`src/rtl/prog_rom_loader_pkg.sv`:
```
// Shared types and constants for the program ROM loader and its fetch/load interface.
package prog_rom_loader_pkg;

    localparam int ROM_DEPTH = 16;
    localparam int ROM_AW    = 4;
    localparam int ROM_DW    = 8;
    localparam int CSUM_W    = 8;

    typedef enum logic [1:0] {
        RUN     = 2'd0,
        LOAD    = 2'd1,
        RELEASE = 2'd2
    } loader_state_e;

    // Power-on program; the last entry in the concatenation is word 0.
    localparam logic [ROM_DEPTH-1:0][ROM_DW-1:0] DEFAULT_PROG = {
        8'hF0, 8'hE1, 8'hD2, 8'hC3, 8'hB4, 8'hA5, 8'h96, 8'h87,
        8'h78, 8'h69, 8'h5A, 8'h4B, 8'h3C, 8'h2D, 8'h1E, 8'h0F
    };

endpackage

```
`src/rtl/prog_rom_loader_if.sv`:
```
// CPU fetch port plus byte-stream program load port of the instruction ROM.
interface prog_rom_loader_if
    import prog_rom_loader_pkg::*;
#(
    parameter int AW = ROM_AW,
    parameter int DW = ROM_DW
);
    logic [AW-1:0]     addr;
    logic [DW-1:0]     data;
    logic              load_req;
    logic              wr_valid;
    logic [DW-1:0]     wr_data;
    logic              wr_ready;
    logic              cpu_n_reset;
    logic              load_done;
    logic [CSUM_W-1:0] csum;

    modport master (
        output addr, load_req, wr_valid, wr_data,
        input  data, wr_ready, cpu_n_reset, load_done, csum
    );

    modport slave (
        input  addr, load_req, wr_valid, wr_data,
        output data, wr_ready, cpu_n_reset, load_done, csum
    );
endinterface

```
`src/rtl/prog_rom_loader.sv`:
```
// Purpose: 16x8 instruction memory with run-time byte-stream reload; owns the CPU reset.
// Latency: fetch data is combinational (zero cycles); CPU leaves reset one cycle after load/reset ends.
// Backpressure: wr_ready high only while loading; wr_valid may gap arbitrarily, no timeout.
module prog_rom_loader
    import prog_rom_loader_pkg::*;
#(
    parameter int DEPTH = ROM_DEPTH,
    parameter int AW    = ROM_AW,
    parameter int DW    = ROM_DW,
    parameter logic [DEPTH-1:0][DW-1:0] INIT_IMG = DEFAULT_PROG
) (
    input logic              clk,
    input logic              n_reset,
    prog_rom_loader_if.slave bus
);

    loader_state_e           state_q, state_d;
    logic [AW-1:0]           wptr_q, wptr_d;
    logic [CSUM_W-1:0]       csum_q, csum_d;
    logic                    load_done_q, cpu_n_reset_q;
    logic                    wr_en;
    logic [DEPTH-1:0][DW-1:0] mem_q;

    always_ff @(posedge clk) begin
        if (!n_reset) begin
            state_q       <= RUN;
            wptr_q        <= '0;
            csum_q        <= '0;
            load_done_q   <= 1'b0;
            cpu_n_reset_q <= 1'b0;
        end else begin
            state_q       <= state_d;
            wptr_q        <= wptr_d;
            csum_q        <= csum_d;
            load_done_q   <= (state_d == RELEASE);
            cpu_n_reset_q <= (state_d == RUN);
        end
    end

    // A load_req while loading restarts the load and beats any same-cycle byte.
    always_comb begin
        state_d = state_q;
        case (state_q)
            RUN:     if (bus.load_req) state_d = LOAD;
            LOAD:    if (!bus.load_req && bus.wr_valid && wptr_q == AW'(DEPTH - 1))
                         state_d = RELEASE;
            RELEASE: state_d = RUN;
            default: state_d = RUN;
        endcase
    end

    always_comb begin
        wr_en  = 1'b0;
        wptr_d = wptr_q;
        csum_d = csum_q;
        case (state_q)
            RUN: begin
                if (bus.load_req) begin
                    wptr_d = '0;
                    csum_d = '0;
                end
            end
            LOAD: begin
                if (bus.load_req) begin
                    wptr_d = '0;
                    csum_d = '0;
                end else if (bus.wr_valid) begin
                    wr_en  = 1'b1;
                    wptr_d = wptr_q + AW'(1);
                    csum_d = csum_q + CSUM_W'(bus.wr_data);
                end
            end
            default: ;
        endcase
    end

    // Register array rather than RAM: the whole image must be restored on reset.
    always_ff @(posedge clk) begin
        if (!n_reset) begin
            mem_q <= INIT_IMG;
        end else if (wr_en) begin
            mem_q[wptr_q] <= bus.wr_data;
        end
    end

    assign bus.data        = mem_q[bus.addr];
    assign bus.wr_ready    = (state_q == LOAD);
    assign bus.cpu_n_reset = cpu_n_reset_q;
    assign bus.load_done   = load_done_q;
    assign bus.csum        = csum_q;

endmodule
```
`src/flat_wrapper.sv`:
```
// flat-port wrapper written by rule: the top's interface ports become plain ports
module prog_rom_loader_flat import prog_rom_loader_pkg::*;
#(
    parameter int DEPTH = ROM_DEPTH,
    parameter int AW    = ROM_AW,
    parameter int DW    = ROM_DW,
    parameter logic [DEPTH-1:0][DW-1:0] INIT_IMG = DEFAULT_PROG
)
  (clk, n_reset, bus_addr, bus_load_req, bus_wr_valid, bus_wr_data, bus_data, bus_wr_ready, bus_cpu_n_reset, bus_load_done, bus_csum);
  prog_rom_loader_if #(.AW(AW), .DW(DW)) bus_i ();
  input logic clk;
  input logic n_reset;
  input wire logic [$bits(bus_i.addr)-1:0] bus_addr;
  input wire logic [$bits(bus_i.load_req)-1:0] bus_load_req;
  input wire logic [$bits(bus_i.wr_valid)-1:0] bus_wr_valid;
  input wire logic [$bits(bus_i.wr_data)-1:0] bus_wr_data;
  output wire logic [$bits(bus_i.data)-1:0] bus_data;
  output wire logic [$bits(bus_i.wr_ready)-1:0] bus_wr_ready;
  output wire logic [$bits(bus_i.cpu_n_reset)-1:0] bus_cpu_n_reset;
  output wire logic [$bits(bus_i.load_done)-1:0] bus_load_done;
  output wire logic [$bits(bus_i.csum)-1:0] bus_csum;
  assign bus_i.addr = bus_addr;
  assign bus_i.load_req = bus_load_req;
  assign bus_i.wr_valid = bus_wr_valid;
  assign bus_i.wr_data = bus_wr_data;
  assign bus_data = bus_i.data;
  assign bus_wr_ready = bus_i.wr_ready;
  assign bus_cpu_n_reset = bus_i.cpu_n_reset;
  assign bus_load_done = bus_i.load_done;
  assign bus_csum = bus_i.csum;
  prog_rom_loader #(.DEPTH(DEPTH), .AW(AW), .DW(DW), .INIT_IMG(INIT_IMG)) u_core (.clk(clk), .n_reset(n_reset), .bus(bus_i));
endmodule
```
`config.mk`:
```
export PLATFORM = sky130hd
export DESIGN_NAME = prog_rom_loader_flat
export DESIGN_NICKNAME = d
export VERILOG_FILES = /design/src/rtl/prog_rom_loader_pkg.sv /design/src/rtl/prog_rom_loader_if.sv /design/src/rtl/prog_rom_loader.sv /design/src/flat_wrapper.sv
export SDC_FILE = /design/constraint.sdc
export NUM_CORES = 1
export LEC_CHECK = 0
export CAP_MARGIN = 20
export CORE_ASPECT_RATIO = 1.1
export CORE_MARGIN = 3
export CORE_UTILIZATION = 40
export DETAILED_ROUTE_END_ITERATION = 10
export PLACE_DENSITY_LB_ADDON = 0.1
export SETUP_SLACK_MARGIN = 0.5
export SYNTH_ARGS = -nofsm -noshare
export SYNTH_HDL_FRONTEND = slang
export SYNTH_SLANG_ARGS = --single-unit
```
`constraint.sdc`:
```
create_clock -name clk -period 2.2 [get_ports clk]
set_input_delay 0.44 -clock clk [delete_from_list [all_inputs] [get_ports clk]]
set_output_delay 0.44 -clock clk [all_outputs]
set_load 0.1 [all_outputs]
```
# After elaboration in Yosys (flattened, before gate mapping)
# Cells that the tools add are included.
[word_totals] mem_bits_ro=0 ff_bits=144 memories=0 word_cells=58 input_bits=16 output_inout_bits=19 latchBits=0 ramBits=0
[op_classes] mul=0 div=0 addsub=2 eq_ne=5 shift=0 mux=19 order_cmp=3 bitwise=0 n_reduce_logical=8
[ops] op="128-bit bitwise mux" count=1
[ops] op="8-bit 2-to-1 mux" count=5
[ops] op="8-bit binary-select mux with 4-bit select" count=1
[ops] op="8-bit demux with 4-bit select" count=1
[ops] op="8-bit one-hot mux with 2 select lines" count=1
[ops] op="4-bit 2-to-1 mux" count=3
[ops] op="4-bit by 5-bit less-than comparator with 1-bit output (second input constant)" count=2
[ops] op="8-bit adder" count=1
[ops] op="4-bit one-hot mux with 2 select lines" count=1
[ops] op="4-bit by 1-bit adder with 4-bit output (second input constant)" count=1
[ops] op="4-bit equality test (second input constant)" count=1
[ops] op="4-bit by 1-bit >= comparator with 1-bit output (second input constant)" count=1
[ops] op="2-bit logical NOT" count=2
[ops] op="2-bit 2-to-1 mux" count=2
[ops] op="2-bit one-hot mux with 2 select lines" count=1
[ops] op="1-bit logical AND" count=3
[ops] op="1-bit 2-to-1 mux" count=3
[ops] op="3-bit != test (second input constant)" count=1
[ops] op="3-bit AND reduction" count=1
[ops] op="2-bit by 1-bit equality test with 1-bit output (second input constant)" count=1
[ops] op="2-bit equality test (second input constant)" count=1
[ops] op="2-bit != test (second input constant)" count=1
[ops] op="2-bit nonzero test" count=1
[ops] op="1-bit logical NOT" count=1

# Longest topological paths before layout
# Gate-level depths: netlist of run 1.
[logic_depth] depth_word=6 mapped_depth=7 mapped_depth_nobuf=7

# Least setup slack after synthesis of run 1
# OpenSTA, ideal clock, no wires.
[synth_path] path_type="input port to output port" from="in bus_addr[0]" to="out bus_data[0]" path_buffers=2 arrival_ns=1.960 path_stages=4 slack_ns=-0.200 required_time_ns=1.760 path_cell_list="buf_6 > buf_8 > mux4_1 > mux4_2"
[synth_via] elab_chain_len=2
[synth_rtl] item="from (decl)" line_no="flat_wrapper.sv:13" source="input wire logic [$bits(bus_i.addr)-1:0] bus_addr;"
[synth_rtl] item="8-bit binary-select mux with 4-bit select" line_no="prog_rom_loader.sv:86" source="assign bus.data = mem_q[bus.addr];"
[synth_rtl] item="8-bit 2-to-1 mux (not written as such)" line_no="prog_rom_loader.sv:86"
[synth_rtl] item="to (decl)" line_no="flat_wrapper.sv:17" source="output wire logic [$bits(bus_i.data)-1:0] bus_data;"
# Every way passes these cells. The select of a mux whose other input is x is not followed.

# Final worst setup path of run 1
[layout_path] from="reg u_core.mem_q[95] (netlist name)" to="out bus_data[7]"
[layout_via] elab_chain_len=2
[layout_rtl] item="from (decl)" line_no="prog_rom_loader.sv:22" source="logic [DEPTH-1:0][DW-1:0] mem_q;"
[layout_rtl] item="from (signal, indexed assignment)" line_no="prog_rom_loader.sv:82" source="mem_q[wptr_q] <= bus.wr_data;"
[layout_rtl] item="8-bit binary-select mux with 4-bit select" line_no="prog_rom_loader.sv:86"
[layout_rtl] item="8-bit 2-to-1 mux (not written as such)" line_no="prog_rom_loader.sv:86"
# Every way passes these cells. The select of a mux whose other input is x is not followed.

==> results.md, run 1 <==
* Status: finished, violations left
* Failing checks: negative setup slack
* Num ports at 35
* Die Height at 140 µm
* Clock Tree Buf Depth at 2
* Crit path kind: reg2out
* CORE AREA at 15900 µm²
* TritonCTS clock tree: yes
* Synth Instances at 733
* Post-CTS Hold Fix Bufs at 0
* VDD IR max at 0.576 mV
* GRT overflow at 0
* Worst EP arrival at 2.00 ns
* Via density per instance at 5.71
* DRC violations left at 0
* Met3 Use GR at 7.17%
* Inserted Diodes at 0
* Type of the tightest min-delay check: reg2reg
* Initial core utilization at 41.1%
* M2 GR Usage at 39.1%
* Clk_skew at 0.00587 ns
* Top_reg_cell synth: dfxtp_1
* IO buf count at 34
* Fin area at 9270 µm²
* Rel. slew slack at 48.7%
* EDFF count, synth at 0
* Synth Warn # at 0
* WP data required at 1.76 ns
* First DRT Iteration DRCs at 443
* Hold_sp: u_core.mem_q[15]$_SDFFE_PN0P_
* Setup repair after global routing missed its margin: yes
* Fin cells at 1035
* Global-route wire length before repair at 32700 µm
* Peak fanout along the critical path at 2
* Max-Cap Viols at 0
* Antenna Nets Post-Route at 0
* Seq cells post-synth at 144
* Root Driver: clkbuf_16
* Placed cell area at 7550 µm²
* P_leak at 3.52 nW
* Via count at 5908
* Die Area at 17900 µm²
* Fin crit period at 2.44 ns
* Worst-path clk slew at 0.06 ns
* Met1 usage at 30.7%
* Inst Count DP at 988
* Worst Setup SP: u_core.mem_q[95]$_SDFFE_PN1P_
* Routed WL per cell at 21.6 µm
* Fraction of registers with async set/reset at 0%
* Largest net degree at the start of global routing at 51
* Share of layout cells above drive strength 1 at 46.7%
* Initial antenna violation count at 0
* Area delta synth->final at 42.2%
* Synth cell types at 46
* CP Launch Type: register
* Seq/Total Area, Yosys at 44.2%
* Final Setup Violations at 8
* Total track usage at 24.6%
* Vias in the first global route at 5486
* GPL Wtd Cong at 0.987
* Die width at 128 µm
* Crit share post-route at 111%
* Half-perimeter wire length after placement at 15400 µm
* Worst skew pair latency at 0.43 ns
* Reg2reg start: u_core.state_q[1]$_SDFF_PN0_
* Worst-Margin Slew at 0.770 ns
* Final Slew Violations at 0
* Syn_nets at 761
* Site row count at 48
* Post-Syn Area at 6520 µm²
* H-tree levels at 4
* Peak Freq at 0.410 GHz
* Most Used Layer, Global Route: met2
* Setup slack after layout at -0.238 ns
* Pwr/cell area at 679 nW/µm²
* NumNets Final at 850
* Clock Sink Count at 144
* Final WL at 22400 µm
* Cts bufs inserted at 17
* Syn Area/Cell at 8.90 µm²
* Setup crit end kind: output pin
* Pre-antenna DRT Iters at 5
* # fillers at 1365
* Final hold vios at 0
==> final cells by class <==
class	instances	area (µm²)	share of cell area, %
flip-flops and latches	144	2960	31.9
repair buffers	117	1310	14.1
inverters	6	22.5	0.243
well taps	200	250	2.70
multi-input cells	536	4130	44.6
clock inverters	12	154	1.66
clock buffers	20	447	4.82
==> Yosys cell counts (5+ instances only) <==
library cell  number  area share (%)
dfxtp_1          144              44
a21oi_1           69             5.3
nand3_1           86             6.6
buf_1              5            0.29
inv_1              5            0.29
clkbuf_1          34             2.0
nor2b_1            5            0.48
mux4_2            16             5.5
ha_1              11             2.1
nor2_2             5            0.48
mux4_1            24             9.7
xor2_1             5            0.67
nor2_1            15            0.86
o21ai_0            7            0.54
nand2_1          251              14
==> cell families after synthesis <==
kind of cell | count (synthesis) | synth area share, %
compound gates | 98 | 8.61
xor+xnor | 6 | 0.806
buf+inv | 53 | 3.87
flops | 144 | 44.2
simple gates | 380 | 24.9
mux | 40 | 15.2
fa+ha+maj | 12 | 2.42
==> worst max-delay path: stages (launching register included) <==
cell	delay, ns
dfxtp_1	0.35
mux4_2	0.48
mux4_2	0.54
buf_12	0.20
==> metal layers <==
| metal | vias up | part of all wire, % |
|---|---|---|
| li1 | 2716 | - |
| met1 | 2905 | 39 |
| met2 | 232 | 49 |
| met3 | 55 | 7.3 |
| met4 | 0 | 4.9 |
| met5 | - | 0 |
==> layout by cell type, fill, tap and decap left out, types with 5 or more instances in the layout <==
cell type,instances
buf_12,19
buf_4,58
nand2_4,17
buf_6,18
dlygate4sd2_1,8
nand3_2,23
mux4_2,38
nand2_2,56
nand2_1,176
dfxtp_2,32
nor2_4,5
a21oi_2,38
xor2_1,5
dfxtp_4,9
ha_4,5
dfxtp_1,103
buf_8,5
nor2_2,5
nand3_1,59
clkbuf_16,17
a21oi_1,31
nor2_1,10
==> repair_timing <==
item                                    4_1_cts  5_1_grt
hold endpoints to repair                      0        0
setup buffers                                 4        8
gates resized for setup                      58      226
pin swaps                                     6       95
endpoints found under the setup margin       98      139
gates cloned                                  3        0
==> report_power, final <==
part | switching, mW | internal [mW] | total [mW]
sequential | 0.0124 | 2.61 | 2.62
combinational | 0.405 | 0.267 | 0.672
clock | 1.18 | 1.82 | 3.00
==> path summary, 6_finish.rpt <==
| kind | end | slack [ns] | cells past startpoint |
|---|---|---|---|
| hold / removal | u_core.mem_q[15]$_SDFFE_PN0P_ | 0.46 | 2 |
| setup reg to reg | u_core.mem_q[5]$_SDFFE_PN0P_ | 0.41 | 9 |
| setup / recovery | bus_data[7] | -0.24 | 3 |
| hold reg to reg | u_core.mem_q[15]$_SDFFE_PN0P_ | 0.46 | 2 |
==> flip-flops by register name, summed over array words and instances (netlist names) <==
name and count:
u_core.bus.cpu_n_reset 1, u_core.bus.csum 8, u_core.bus.load_done 1, u_core.mem_q 128
u_core.state_q 2, u_core.wptr_q 4
==> per-stage QoR <==
stage	hold slack, ns	utilization (%)	TNS [ns]	power, mW	setup WS [ns]
final	0.456	58.5	-1.65	6.29	-0.238
after global routing	0.479	58.5	-1.89	6.46	-0.254
after CTS	0.455	52.8	-1.64	6.26	-0.221
after detailed placement	0.447	47.6	-4.50	3.27	-0.478
after global placement	0.441	47.6	-3.80	3.26	-0.453
after floorplan	0.432	-	-1.18	3.05	-0.148
No activity file was read; power rests on OpenSTA's default activity.
==> run 2, diff against run 1 <==
--- a/config.mk
+++ b/config.mk
@@ -11,7 +11,8 @@
 export CORE_UTILIZATION = 40
 export DETAILED_ROUTE_END_ITERATION = 10
 export PLACE_DENSITY_LB_ADDON = 0.1
-export SETUP_SLACK_MARGIN = 0.5
+export SETUP_SLACK_MARGIN = 0.05
+export SLEW_MARGIN = 15
 export SYNTH_ARGS = -nofsm -noshare
 export SYNTH_HDL_FRONTEND = slang
 export SYNTH_SLANG_ARGS = --single-unit
==> run 2 against run 1 <==
The run still ends with negative setup slack left. Clock skew rose by 0.00050 ns. Wire length shrank 5.2%. Maximum frequency increased by 1.5%. Combinational power down 11%. Final area fell by 12%. Final cell count is 2.2% lower. Sequential share of layout area increased by 4.0 points. Non-clock buffer count decreased by 23. Sequential power is essentially flat. Largest cell class unchanged.
==> results.md, run 2 (same netlist as run 1, synthesis figures left out) <==
* Status: finished, violations left
* Failing checks: negative setup slack
* CP Launch Type: register
* Initial core utilization at 41.1%
* # fillers at 1469
* IO buf count at 34
* Type of the tightest min-delay check: in2reg
* Setup crit end kind: output pin
* Site row count at 48
* Final WL at 21200 µm
* Die Height at 140 µm
* Post-Route Setup TNS at -1.49 ns
* Worst-Margin Slew at 0.691 ns
* Peak fanout along the critical path at 2
* Crit path kind: reg2out
* Total track usage at 24.3%
* Vias in the first global route at 5332
* Max reg flops at 128
* Area delta synth->final at 25.2%
* WL met2 at 9990 µm
* Wire length on met3 at 1410 µm
* Most frequent cells in the layout: nand2_1, dfxtp_1, nand3_1
* Num ports at 35
* Crit path cell chain: mux4_2 -> mux4_2 -> buf_12
* Pwr/cell area at 785 nW/µm²
* Routed WL per cell at 21.0 µm
* CORE AREA at 15900 µm²
* Inst Count DP at 976
* Clk_skew at 0.00638 ns
* Worst-path clk slew at 0.06 ns
* H-tree levels at 4
* Global-route wire length before repair at 32200 µm
* Crit path top cell by count: mux4_2
* Setup slack after layout at -0.201 ns
* Rel. slew slack at 54.0%
* Fin cells at 1012
* Via count at 5671
* Final hold vios at 0
* Cts bufs inserted at 17
* Via density per instance at 5.60
* Worst skew pair latency at 0.42 ns
* Commonest non-fill, non-tap cell in the layout: nand2_1
* TritonCTS clock tree: yes
* Initial antenna violation count at 0
* Clock Sink Count at 144
* Die width at 128 µm
* Fin crit period at 2.40 ns
* Worst path slowest cell: mux4_2
* Half-perimeter wire length after placement at 15000 µm
* Die Area at 17900 µm²
* Final Setup Violations at 8
* WP data required at 1.76 ns
* GRT overflow at 0
* Share of layout cells above drive strength 1 at 25.6%
* Crit share post-route at 109%
* First DRT Iteration DRCs at 528
* Post-CTS Hold Fix Bufs at 0
* GPL Wtd Cong at 0.934
* Top reg by flops: u_core.mem_q
* Top Metal Used: met4
* P_leak at 3.22 nW
* Setup repair after global routing missed its margin: yes
* Worst EP arrival at 1.96 ns
* Worst slack, placed at -0.478 ns
* DRC violations left at 0
* WL met1 at 8770 µm
* Largest net degree at the start of global routing at 65
* Final Slew Violations at 0
* Inserted Diodes at 0
* Max-Cap Viols at 0
* Pre-antenna DRT Iters at 6
* Clock Tree Buf Depth at 2
* Root Driver: clkbuf_16
* Max incr delay on CP at 0.53 ns
* Antenna Nets Post-Route at 0
* NumNets Final at 827
* VDD IR max at 0.518 mV
* Peak Freq at 0.416 GHz
==> run 2: changes by cell type in the layout (fill, tap and decap cells not counted), moves of 7 or more <==
cell | before | now
a21oi_2 | 38 | 0
dlygate4sd2_1 | 8 | 0
dfxtp_4 | 9 | 0
nand3_2 | 23 | 0
buf_6 | 18 | 1
nand3_1 | 59 | 86
ha_1 | 3 | 11
clkdlybuf4s50_1 | 3 | 12
nand2_1 | 176 | 251
a21oi_1 | 31 | 69
dfxtp_2 | 32 | 39
nand2_4 | 17 | 0
nand2_2 | 56 | 2
==> run 2: area by class of cell <==
type | instances | area (µm²) | area share [%]
clock buffers | 19 | 443 | 5.42
clock inverters | 13 | 210 | 2.57
inverters | 6 | 22.5 | 0.276
multi-input cells | 536 | 3310 | 40.6
flip-flops and latches | 144 | 2930 | 35.9
well taps | 200 | 250 | 3.06
repair buffers | 94 | 995 | 12.2
==> run 2: power by group <==
part | switching [mW] | internal [mW]
logic | 0.362 | 0.238
registers | 0.0123 | 2.62
clock network | 1.13 | 2.05
==> run 2: worst paths after layout <==
kind,slack [ns],startpoint,endpoint,depth (start not counted)
max,-0.20,u_core.mem_q[122]$_SDFFE_PN0P_,bus_data[2],3
min,0.43,n_reset,u_core.bus.csum[6]$_SDFFE_PN0P_,3
min reg2reg,0.46,u_core.mem_q[34]$_SDFFE_PN0P_,u_core.mem_q[34]$_SDFFE_PN0P_,2
max reg2reg,0.36,u_core.wptr_q[0]$_SDFFE_PN0P_,u_core.mem_q[58]$_SDFFE_PN0P_,6
==> run 2: repair_timing <==
item / in CTS / in global routing
endpoints found under the setup margin: 8 / 9
gates resized for setup: 36 / 12
buffers inserted: 1 / 0
cloned: 3 / 0
==> run 2: worst max-delay path: cells and delay by family (launching register included) <==
| kind | cells | cell delay [ns] |
|---|---|---|
| multiplexers | 2 | 1.02 |
| flip-flops | 1 | 0.33 |
| buffers and inverters | 1 | 0.19 |
==> run 2: metrics by stage <==
step,utilization [%],instance area (µm²),hold WS (ns),power [mW]
after floorplan,-,6470,0.432,3.05
after global placement,46.5,7380,0.442,3.26
after detailed placement,46.5,7380,0.449,3.27
after CTS,51.5,8170,0.408,6.45
after global routing,51.5,8170,0.451,6.59
final,51.5,8170,0.431,6.41
==> run 2: metal layers <==
metal	vias to the layer above	track usage [%]
met5	-	0
met4	0	12.5
met3	51	4.77
met2	237	38.1
met1	2725	31.8
li1	2658	-
